## config.mk

```make
export PLATFORM = sky130hd
export DESIGN_NAME = iseq_source_arbiter
export DESIGN_NICKNAME = d
export VERILOG_FILES = /design/src/rtl/iseq_source_arbiter.sv
export SDC_FILE = /design/constraint.sdc
export NUM_CORES = 1
export LEC_CHECK = 0
export CORE_MARGIN = 3
export CORE_UTILIZATION = 25
export DETAILED_ROUTE_END_ITERATION = 7
export HOLD_SLACK_MARGIN = 0.15
export SYNTH_ARGS = -nofsm -noshare
export SYNTH_HDL_FRONTEND = slang
export SYNTH_SLANG_ARGS = --single-unit
export TNS_END_PERCENT = 30
```

## constraint.sdc

```tcl
create_clock -name clk -period 2.58 [get_ports clk]
set_clock_uncertainty 0.15 [all_clocks]
set_input_delay 0.516 -clock clk [delete_from_list [all_inputs] [get_ports clk]]
set_output_delay 0.516 -clock clk [all_outputs]
set_load 0.005 [all_outputs]
```

## src/rtl/iseq_source_arbiter.sv

```systemverilog
// rtl/iseq_source_arbiter.sv - sequence-atomic arbiter between app and maint instruction sources
// Define ISEQ_ARB_STATS_EN to add the app_seq_cnt / maint_seq_cnt / max_starve ports.
`ifndef END_ISEQ
`define END_ISEQ 4'b0000
`endif

module iseq_source_arbiter #(
  parameter int STARVE_LIMIT  = 64,
  parameter int APP_BURST_MAX = 4,
  parameter int CNT_W         = 8
) (
  input  logic        clk,
  input  logic        rst,
  input  logic        app_en,
  input  logic [31:0] app_instr,
  output logic        app_ack,
  input  logic        maint_en,
  input  logic [31:0] maint_instr,
  output logic        maint_ack,
  output logic        out_en,
  output logic [31:0] out_instr,
  input  logic        out_ack,
  output logic        grant_app,
  output logic        grant_maint
`ifdef ISEQ_ARB_STATS_EN
  ,
  output logic [15:0]      app_seq_cnt,
  output logic [15:0]      maint_seq_cnt,
  output logic [CNT_W-1:0] max_starve
`endif
);

  typedef enum logic [1:0] {
    IDLE  = 2'd0,
    APP   = 2'd1,
    MAINT = 2'd2
  } state_t;

  localparam logic [CNT_W-1:0] STARVE_SAT = CNT_W'(STARVE_LIMIT);
  localparam logic [CNT_W-1:0] BURST_SAT  = CNT_W'(APP_BURST_MAX);
  localparam logic [CNT_W-1:0] CNT_ONE    = CNT_W'(1);
  localparam logic [3:0]       END_OP     = `END_ISEQ;

  state_t           state_q, state_d;
  logic [CNT_W-1:0] starve_q, starve_d;
  logic [CNT_W-1:0] app_burst_q, app_burst_d;
  logic             xfer, end_xfer;
  logic             maint_wins, go_maint, go_app;

  assign grant_app   = (state_q == APP);
  assign grant_maint = (state_q == MAINT);

  always_comb begin
    out_en    = 1'b0;
    out_instr = '0;
    if (grant_app) begin
      out_en    = app_en;
      out_instr = app_instr;
    end else if (grant_maint) begin
      out_en    = maint_en;
      out_instr = maint_instr;
    end
  end

  assign app_ack   = out_ack & grant_app;
  assign maint_ack = out_ack & grant_maint;

  assign xfer     = out_en & out_ack;
  assign end_xfer = xfer & (out_instr[31:28] == END_OP);

  // Maint takes the boundary when starved, when app has had its burst, or when app is idle.
  assign maint_wins = maint_en & ((starve_q >= STARVE_SAT) | (app_burst_q >= BURST_SAT) | ~app_en);
  assign go_maint   = (state_q == IDLE) & maint_wins;
  assign go_app     = (state_q == IDLE) & ~maint_wins & app_en;

  always_comb begin
    state_d = state_q;
    case (state_q)
      IDLE: begin
        if (go_maint) begin
          state_d = MAINT;
        end else if (go_app) begin
          state_d = APP;
        end
      end
      APP, MAINT: begin
        if (end_xfer) begin
          state_d = IDLE;
        end
      end
      default: state_d = IDLE;
    endcase
  end

  always_comb begin
    starve_d = starve_q;
    if (go_maint) begin
      starve_d = '0;
    end else if (maint_en && (state_q != MAINT) && (starve_q < STARVE_SAT)) begin
      starve_d = starve_q + CNT_ONE;
    end
  end

  always_comb begin
    app_burst_d = app_burst_q;
    if (go_maint) begin
      app_burst_d = '0;
    end else if (go_app) begin
      if (!maint_en) begin
        app_burst_d = '0;
      end else if (app_burst_q < BURST_SAT) begin
        app_burst_d = app_burst_q + CNT_ONE;
      end
    end
  end

  always_ff @(posedge clk or posedge rst) begin
    if (rst) begin
      state_q     <= IDLE;
      starve_q    <= '0;
      app_burst_q <= '0;
    end else begin
      state_q     <= state_d;
      starve_q    <= starve_d;
      app_burst_q <= app_burst_d;
    end
  end

`ifdef ISEQ_ARB_STATS_EN
  logic [15:0]      app_seq_q, app_seq_d;
  logic [15:0]      maint_seq_q, maint_seq_d;
  logic [CNT_W-1:0] max_starve_q, max_starve_d;

  always_comb begin
    app_seq_d    = app_seq_q;
    maint_seq_d  = maint_seq_q;
    max_starve_d = max_starve_q;
    if (end_xfer && grant_app && (app_seq_q != 16'hFFFF)) begin
      app_seq_d = app_seq_q + 16'd1;
    end
    if (end_xfer && grant_maint && (maint_seq_q != 16'hFFFF)) begin
      maint_seq_d = maint_seq_q + 16'd1;
    end
    if (go_maint && (starve_q > max_starve_q)) begin
      max_starve_d = starve_q;
    end
  end

  always_ff @(posedge clk or posedge rst) begin
    if (rst) begin
      app_seq_q    <= '0;
      maint_seq_q  <= '0;
      max_starve_q <= '0;
    end else begin
      app_seq_q    <= app_seq_d;
      maint_seq_q  <= maint_seq_d;
      max_starve_q <= max_starve_d;
    end
  end

  assign app_seq_cnt   = app_seq_q;
  assign maint_seq_cnt = maint_seq_q;
  assign max_starve    = max_starve_q;
`endif

endmodule

```

# Word-level counts from Yosys, hierarchy flattened
# Index checks and enable logic that the tools add are counted.
dict set report totals {
  reg_bits 18
  output_inout_bits 37
  wordCells 50
}
dict set report classes {
  add_sub_neg 2
  order_cmp 4
  eq_ne 6
  mux 14
  bitwise 12
  n_reduce_logical 9
}
# op count
set op_table {}
lappend op_table {{$mux W32} 2}
lappend op_table {{$mux W8} 6}
lappend op_table {{$add A8 B1 Y8 const B} 2}
lappend op_table {{$and A1 B1 Y1} 8}
lappend op_table {{$ge A8 B3 Y1 const B} 1}
lappend op_table {{$ge A8 B7 Y1 const B} 1}
lappend op_table {{$lt A8 B3 Y1 const B} 1}
lappend op_table {{$lt A8 B7 Y1 const B} 1}
lappend op_table {{$mux W2} 3}
lappend op_table {{$logic_not A4 Y1} 1}
lappend op_table {{$ne A2 B2 Y1 const B} 2}
lappend op_table {{$pmux W2 S2} 1}
lappend op_table {{$reduce_and A2 Y1} 2}
lappend op_table {{$reduce_bool A2 Y1} 2}
lappend op_table {{$ne A3 B1 Y1 const B} 1}
lappend op_table {{$ne A3 B3 Y1 const B} 1}
lappend op_table {{$eq A2 B1 Y1 const B} 1}
lappend op_table {{$eq A2 B2 Y1 const B} 1}
lappend op_table {{$logic_and A1 B1 Y1} 2}
lappend op_table {{$logic_not A2 Y1} 1}
lappend op_table {{$mux W1} 2}
lappend op_table {{$not A1 Y1} 2}
lappend op_table {{$or A1 B1 Y1} 2}
lappend op_table {{$reduce_or A2 Y1} 1}

# Depth between registers and ports, before layout
# Gate-level depths: netlist of run 1.
dict set report depth {
  ltp_word 10
  ltp_mapped 7
  depth_no_buf 6
}

# Worst setup path after synthesis of run 1
# No wires, ideal clock.
dict set report synth_path {
  path_kind {register -> output}
  from {register state_q[1]}
  to {output out_instr[0]}
  arrival_time_ps 1474
  slack_ps 440
  stages_incl_launch_ff 7
  path_buffers 2
  cell_sequence {dfrtp_1 inv_1 ha_1 clkbuf_1 nor2_1 clkbuf_1 a22o_1}
}
dict set report synth_via {
  elab_cells_between_ends 4
  cone_classes {2 x eq/ne; 2 x mux}
}
# element line_no
set synth_rtl {}
lappend synth_rtl {{start: declaration} 44} ;# state_t state_q, state_d;
lappend synth_rtl {{start signal: assignment} 123} ;# state_q <= state_d;
lappend synth_rtl {{$eq A2 B1 Y1} 50} ;# assign grant_app = (state_q == APP);
lappend synth_rtl {{named net grant_app} 23} ;# output logic grant_app,
lappend synth_rtl {{$mux W32} 56} ;# if (grant_app) begin
lappend synth_rtl {{end: declaration} 21} ;# output logic [31:0] out_instr,
# The timed path passes the listed nets, and every way through them passes these cells.

# Worst setup path in the final report of run 1
dict set report layout_path {
  from {register state_q[0]}
  to {output out_instr[12]}
}
dict set report layout_via {
  elab_chain_cells 3
  elab_cells_between_ends 4
  cone_classes {2 x eq/ne; 2 x mux}
}
# element line_no
set layout_lines {}
lappend layout_lines {{$eq A2 B2 Y1} 51} ;# assign grant_maint = (state_q == MAINT);
lappend layout_lines {{$mux W32} 59} ;# end else if (grant_maint) begin
lappend layout_lines {{$mux W32 (*)} 56}
# Every way passes the cells marked *; elsewhere a longest branch is shown, timed or not.

==> summary.md, run 1 <==
| Metric | Value |
|---|---|
| Status | completed |
| Global route overflow | 0 |
| Int Pwr | 1.255 mW |
| Die X-Extent | 79.96 um |
| CTS tree | done |
| Most frequent cells in the layout | 71 x clkdlybuf4s50_1, 32 x a22o_1, 28 x dlygate4sd2_1 |
| Combinational power share | 68.1% |
| Placed cell count | 321 |
| Final setup violating endpoints | 0 |
| Synthesized flop and latch total | 18 |
| Clock share of power | 11.5% |
| Vias in the first global route | 1468 |
| WHS Path Cells | 1 |
| Worst-path clk slew | 70 ps |
| Global-route wire length before repair | 7714 um |
| R2R depth | 6 |
| Non-Filler Instances | 330 |
| Share of cells above drive strength 1 | 10.77% |
| Dominant cells by area after synthesis | dfrtp_1 33%, a22o_1 20%, ha_1 5.5% |
| NumNets Final | 336 |
| Crit Path Class | reg2out |
| Reg2reg setup slack | 380 ps |
| Largest net degree at the start of global routing | 32 |
| Die ar. | 6394 um2 |
| Seq/Total Area, Yosys | 32.94% |
| Cts bufs inserted | 3 |
| Worst hold margin | 378.4 ps |
| Layout Area Growth over Synthesis | 96.34% |
| Fmax achieved | 404.2 MHz |
| Final core utilization | 51.59% |
| Starting Density | 26.27% |
| Root buffer cell | clkbuf_8 |
| Cell Area, Synth | 1368 um2 |
| EDFF count, synth | 0 |
| YS warnings | 0 |
| Synth Area per Inst | 9.303 um2 |
| Count of buffers from port buffering | 105 |
| GRT Overall Usage | 15.24% |
| Crit path capture type | primary output |
| Remaining DRCs | 0 |
| Initial drt markers | 76 |
| Rel. slew slack | 54.33% |
| Cells after synthesis | 147 |
| Vert. Die Dim | 79.96 um |
| Switching Fraction | 37.04% |
| Final slew viol count | 0 |
| Antenna Nets Post-Route | 0 |
| Max-cap check violation count | 0 |
| Ports | 106 |
| Peak VDD IR | 0.4598 mV |
| Worst Max-Slew Pin Slew | 684.2 ps |
| Post-synth top area share | 32.94% |
| Average wire per standard cell | 16.26 um |
| Ys async rst share | 100.0% |
| Final WL | 5366 um |
| Clk_lat worst skew | 250 ps |
| Mapped Nets | 222 |
| Layout fillers | 495 |
| Most common cell after layout, fill and taps aside | clkdlybuf4s50_1 |
| Overall power | 1.994 mW |
| Pwr Density | 742.6 nW/um2 |
| LEAKAGE | 1.318 nW |
| Highest fanout seen on the critical path | 15 |
| Placer Congestion | 0.7662 |
| CP required | 1910 ps |
| Via count | 1580 |
| Arrival @ worst endpoint | 1810 ps |
| Largest area contributor in the netlist | dfrtp_1 |
| CTS max path bufs | 2 |
| Final worst path period share | 95.90% |
| Final worst path period need | 2474 ps |
| Initial antenna violation count | 0 |
| Min-delay worst type | reg2reg |
| Most common flop cell mapped by yosys | dfrtp_1 |
| Post-DP HPWL | 4051 um |
| FP Rows | 26 |
| Critical Path Start Type | flip-flop |
| Cell variety after synth | 41 |
| Fin. Hold Viols | 0 |
| Reg power frac | 20.4% |
| Unrepaired setup endpoints after global routing | no |
| Setup TNS | 0 ps |
| Placeable core area | 5205 um2 |
| Vias per cell | 4.788 |
| Sw Pwr | 0.7386 mW |
| DRT Pass-1 Iters | 4 |
| Clock sinks | 18 |
| H-Tree Depth | 1 |
| ANT cells | 0 |
[power by group through the flow]
stage | clock network [mW] | registers [mW] | logic [mW]
floorplan | 0 | 0.397 | 0.647
global placement | 0 | 0.411 | 1.36
detailed placement | 0 | 0.411 | 1.36
CTS | 0.233 | 0.407 | 1.32
global route | 0.246 | 0.418 | 1.49
finish | 0.230 | 0.406 | 1.36
[flip-flops by register name, summed over array words and instances (netlist names)]
register     cells
app_burst_q      8
starve_q         8
state_q          2
[synthesized netlist by cell type (2+ instances only)]
master / instances
buf_1: 2
xor2_1: 5
ha_1: 6
nand2_1: 12
nor2_1: 14
a22o_1: 32
a21oi_1: 3
xnor2_1: 3
nand4_1: 2
clkbuf_1: 5
dfrtp_1: 18
and3_1: 2
o21ai_0: 5
and2_1: 3
inv_1: 9
[per-layer routing]
| metal | share of wire (%) | global-route usage (%) | wire length [um] | vias up |
|---|---|---|---|---|
| met5 | 0 | 0 | 0 | - |
| met4 | 0.50 | 2.534 | 27 | 0 |
| met3 | 10 | 5.305 | 563 | 4 |
| met2 | 45 | 25.17 | 2438 | 66 |
| met1 | 44 | 19.35 | 2337 | 730 |
| li1 | - | - | - | 780 |
[kinds of logic after synthesis]
kind of cell | synth area share [%]
AOI/OAI and AO/OA | 30.93
and+or+nand+nor | 20.40
DFF | 32.94
buffers and inverters | 4.392
xor gates and xnor gates | 5.124
adders and majority gates | 5.489
muxes | 0.7320
[what timing repair did]
action,4_1_cts,5_1_grt
cloned,1,1
endpoints found under the setup margin,32,6
pin swaps,3,1
hold endpoints to repair,0,0
buffers inserted,1,2
hold buffers,0,0
resized for setup,30,9
[worst max-delay path, cell delays in order (launching register included)]
cell	delay, ps
dfrtp_1	380
inv_2	50
ha_1	200
inv_1	120
nor2_4	50
buf_4	140
clkbuf_16	160
a22o_1	200
dlygate4sd2_1	260
[cell type report]
class	instances	area [um2]	share of cell area (%)
clock buffers	4	55.05	2.050
inverters	9	33.78	1.258
multi-input cells	113	877.1	32.67
flip-flops and latches	18	450.4	16.78
well taps	70	87.58	3.262
repair buffers	116	1181	43.99
[path summary, 6_finish.rpt]
kind / from / to
worst max-delay path: state_q[0] / out_instr[12]
worst min-delay path: app_burst_q[4] / app_burst_q[4]
worst max register to register: state_q[0] / state_q[0]
worst min register to register: app_burst_q[4] / app_burst_q[4]
max in group asynchronous: rst / state_q[1]
min in group asynchronous: rst / app_burst_q[1]
[through the flow]
step	worst slack, ps	cell area [um2]
final	105.7	2685
after global routing	7.123	2685
after CTS	-36.52	2615
after detailed placement	82.00	2552
after global placement	125.9	2552
after floorplan	440.1	1368
Power figures use the tool's default switching activity.
==> inputs of run 2 (changes only) <==
CAP_MARGIN = 20   (was default)
CORE_UTILIZATION = 34   (was 25)
PLACE_DENSITY = 0.82   (was default)
==> run 2 against run 1 <==
  * Clock power fell by 17%
  * Worst hold slack improved by 4.3 ps
  * Via count rose by 3.2%
  * Critical endpoint is now app_ack
  * Critical path depth fell by 3
  * Combinational power barely moved
==> summary.md, run 2 (same netlist as run 1, synthesis figures left out) <==
| Metric | Value |
|---|---|
| Ports | 106 (unchanged) |
| Worst Max-Slew Pin Slew | 660.3 ps (-23.90 ps) |
| Fin. Hold Viols | 0 (unchanged) |
| Fmax achieved | 407.3 MHz (+0.78%) |
| Via count | 1631 (+3.2%) |
| Crit Path Class | reg2out |
| Global-route wire length before repair | 8445 um (+9.5%) |
| Share of cells above drive strength 1 | 11.15% (+0.38 points) |
| Register area | 450.4 um2 (unchanged) |
| Root buffer cell | clkbuf_8 |
| Final slew viol count | 0 (unchanged) |
| ANT cells | 0 (unchanged) |
| Overall power | 1.933 mW (-3.0%) |
| Final core utilization | 70.04% (+18 points) |
| Pwr Density | 732.0 nW/um2 (-1.4%) |
| Placer Congestion | 0.8609 (+12%) |
| Initial drt markers | 97 (+28%) |
| Final worst path period need | 2455 ps (-19.25 ps) |
| Global route overflow | 0 (unchanged) |
| Critical Path Source | state_q[1] |
| Clk_lat worst skew | 250 ps (about the same) |
| Vert. Die Dim | 69.42 um (-13%) |
| Post-DP HPWL | 4155 um (+2.6%) |
| Max-cap check violation count | 0 (unchanged) |
| Vias per cell | 5.295 (+11%) |
| Footprint of the multi-input gates | 879.6 um2 (+0.29%) |
| Placeable core area | 3771 um2 (-28%) |
| Arrival @ worst endpoint | 1790 ps (-20 ps) |
| Reg2reg start | state_q[1] |
| Rel. slew slack | 55.93% (+1.6 points) |
| CTS max path bufs | 2 (unchanged) |
| Peak VDD IR | 0.5642 mV (+23%) |
| FP Rows | 22 (-15%) |
| Most frequent cells in the layout | 72 x clkdlybuf4s50_1, 32 x a22o_1, 31 x dlygate4sd2_1 |
| Remaining DRCs | 0 (unchanged) |
| Clock sinks | 18 (unchanged) |
| Placement Cell Area | 2527 um2 (-0.98%) |
| Critical Path Start Type | flip-flop |
| Largest net degree at the start of global routing | 19 (-41%) |
| GRT Overall Usage | 21.75% (+6.5 points) |
| Starting Density | 36.26% (+10 points) |
| H-Tree Depth | 1 (unchanged) |
| NumNets Final | 337 (+0.30%) |
| Final instance area | 2641 um2 (-1.6%) |
| Status | completed |
| LEAKAGE | 1.262 nW (-4.3%) |
| Initial antenna violation count | 0 (unchanged) |
| Hold Buf Count CTS | 0 (unchanged) |
| Highest fanout seen on the critical path | 16 (+1) |
| Min-delay worst type | reg2reg |
| Antenna Nets Post-Route | 0 (unchanged) |
| Layout Area Growth over Synthesis | 93.14% |
| Most common cell after layout, fill and taps aside | clkdlybuf4s50_1 |
| Unrepaired setup endpoints after global routing | no |
| Reg2reg setup slack | 560 ps (+180 ps) |
| Layout fillers | 308 (-38%) |
| DRT Pass-1 Iters | 6 (+2) |
| Average wire per standard cell | 17.57 um (+8.0%) |
| Crit Reg-Reg Endpoint | state_q[0] |
| Worst setup path end | app_ack |
| Setup TNS | 0 ps (unchanged) |
| CTS tree | done |
| Final setup violating endpoints | 0 (unchanged) |
| Final WL | 5411 um (+0.84%) |
| Worst-path clk slew | 60 ps (about the same) |
| Vias in the first global route | 1523 (+3.7%) |
| Die X-Extent | 69.42 um (-13%) |
| Final worst path period share | 95.16% (-0.75 points) |
| Count of buffers from port buffering | 105 (unchanged) |
| Die ar. | 4819 um2 (-25%) |
| Largest regs | app_burst_q: 8 flops, starve_q: 8 flops, state_q: 2 flops |
| Cts bufs inserted | 3 (unchanged) |
| CP required | 1910 ps (about the same) |
| R2R depth | 6 (unchanged) |
| Crit path capture type | primary output |
run 2: final cells by class:
class                           instances  area share [%]
Inverter                                9           1.279
Multi-Input combinational cell        113           33.30
Tap cell                               48           2.274
Clock buffer                            3           1.563
Timing Repair Buffer                  117           44.53
Sequential cell                        18           17.05
run 2: per-layer routing:
metal | vias to the layer above | GRT usage [%] | share of wire (%)
li1 | 784 | - | -
met1 | 778 | 28.48 | 44
met2 | 65 | 37.61 | 50
met3 | 4 | 3.913 | 5.7
met4 | 0 | 3.905 | 0.59
met5 | - | 0 | 0
run 2: power breakdown:
| part | switching (mW) | internal [mW] | leakage [nW] |
|---|---|---|---|
| combinational | 0.576 | 0.749 | 0.998 |
| clock | 0.0883 | 0.104 | 0.0216 |
| sequential | 0.0696 | 0.346 | 0.242 |
run 2: worst min-delay path by stage:
stage / start / end / slack [ps] / cells past startpoint
finish: app_burst_q[7] / app_burst_q[7] / 380 / 2
floorplan: rst / app_burst_q[0] / 300 / 1
detailed placement: app_burst_q[4] / app_burst_q[4] / 360 / 1
CTS: app_burst_q[4] / app_burst_q[4] / 380 / 1
global route: app_burst_q[4] / app_burst_q[4] / 410 / 1
global placement: app_burst_q[7] / app_burst_q[7] / 350 / 2
run 2: metrics by stage:
step,instances,hold slack (ps),worst slack (ps)
global placement,301,347.1,145.9
finish,308,382.7,124.9
detailed placement,301,360.7,92.53
global route,308,405.3,29.55
CTS,308,380.3,-33.45
floorplan,147,304.6,440.1
run 2: critical path, cell delays in order (launching register included):
cell and delay [ps]:
dfrtp_1 410, inv_1 130, ha_4 190, buf_6 170, and2_1 130, clkdlybuf4s50_1 510
run 2: what timing repair did:
action                                  in CTS  in global routing
setup buffers                                2                  0
gates resized for setup                     38                  5
endpoints found under the setup margin      32                  3
pin swaps                                    1                  1
gates cloned                                 2                  0
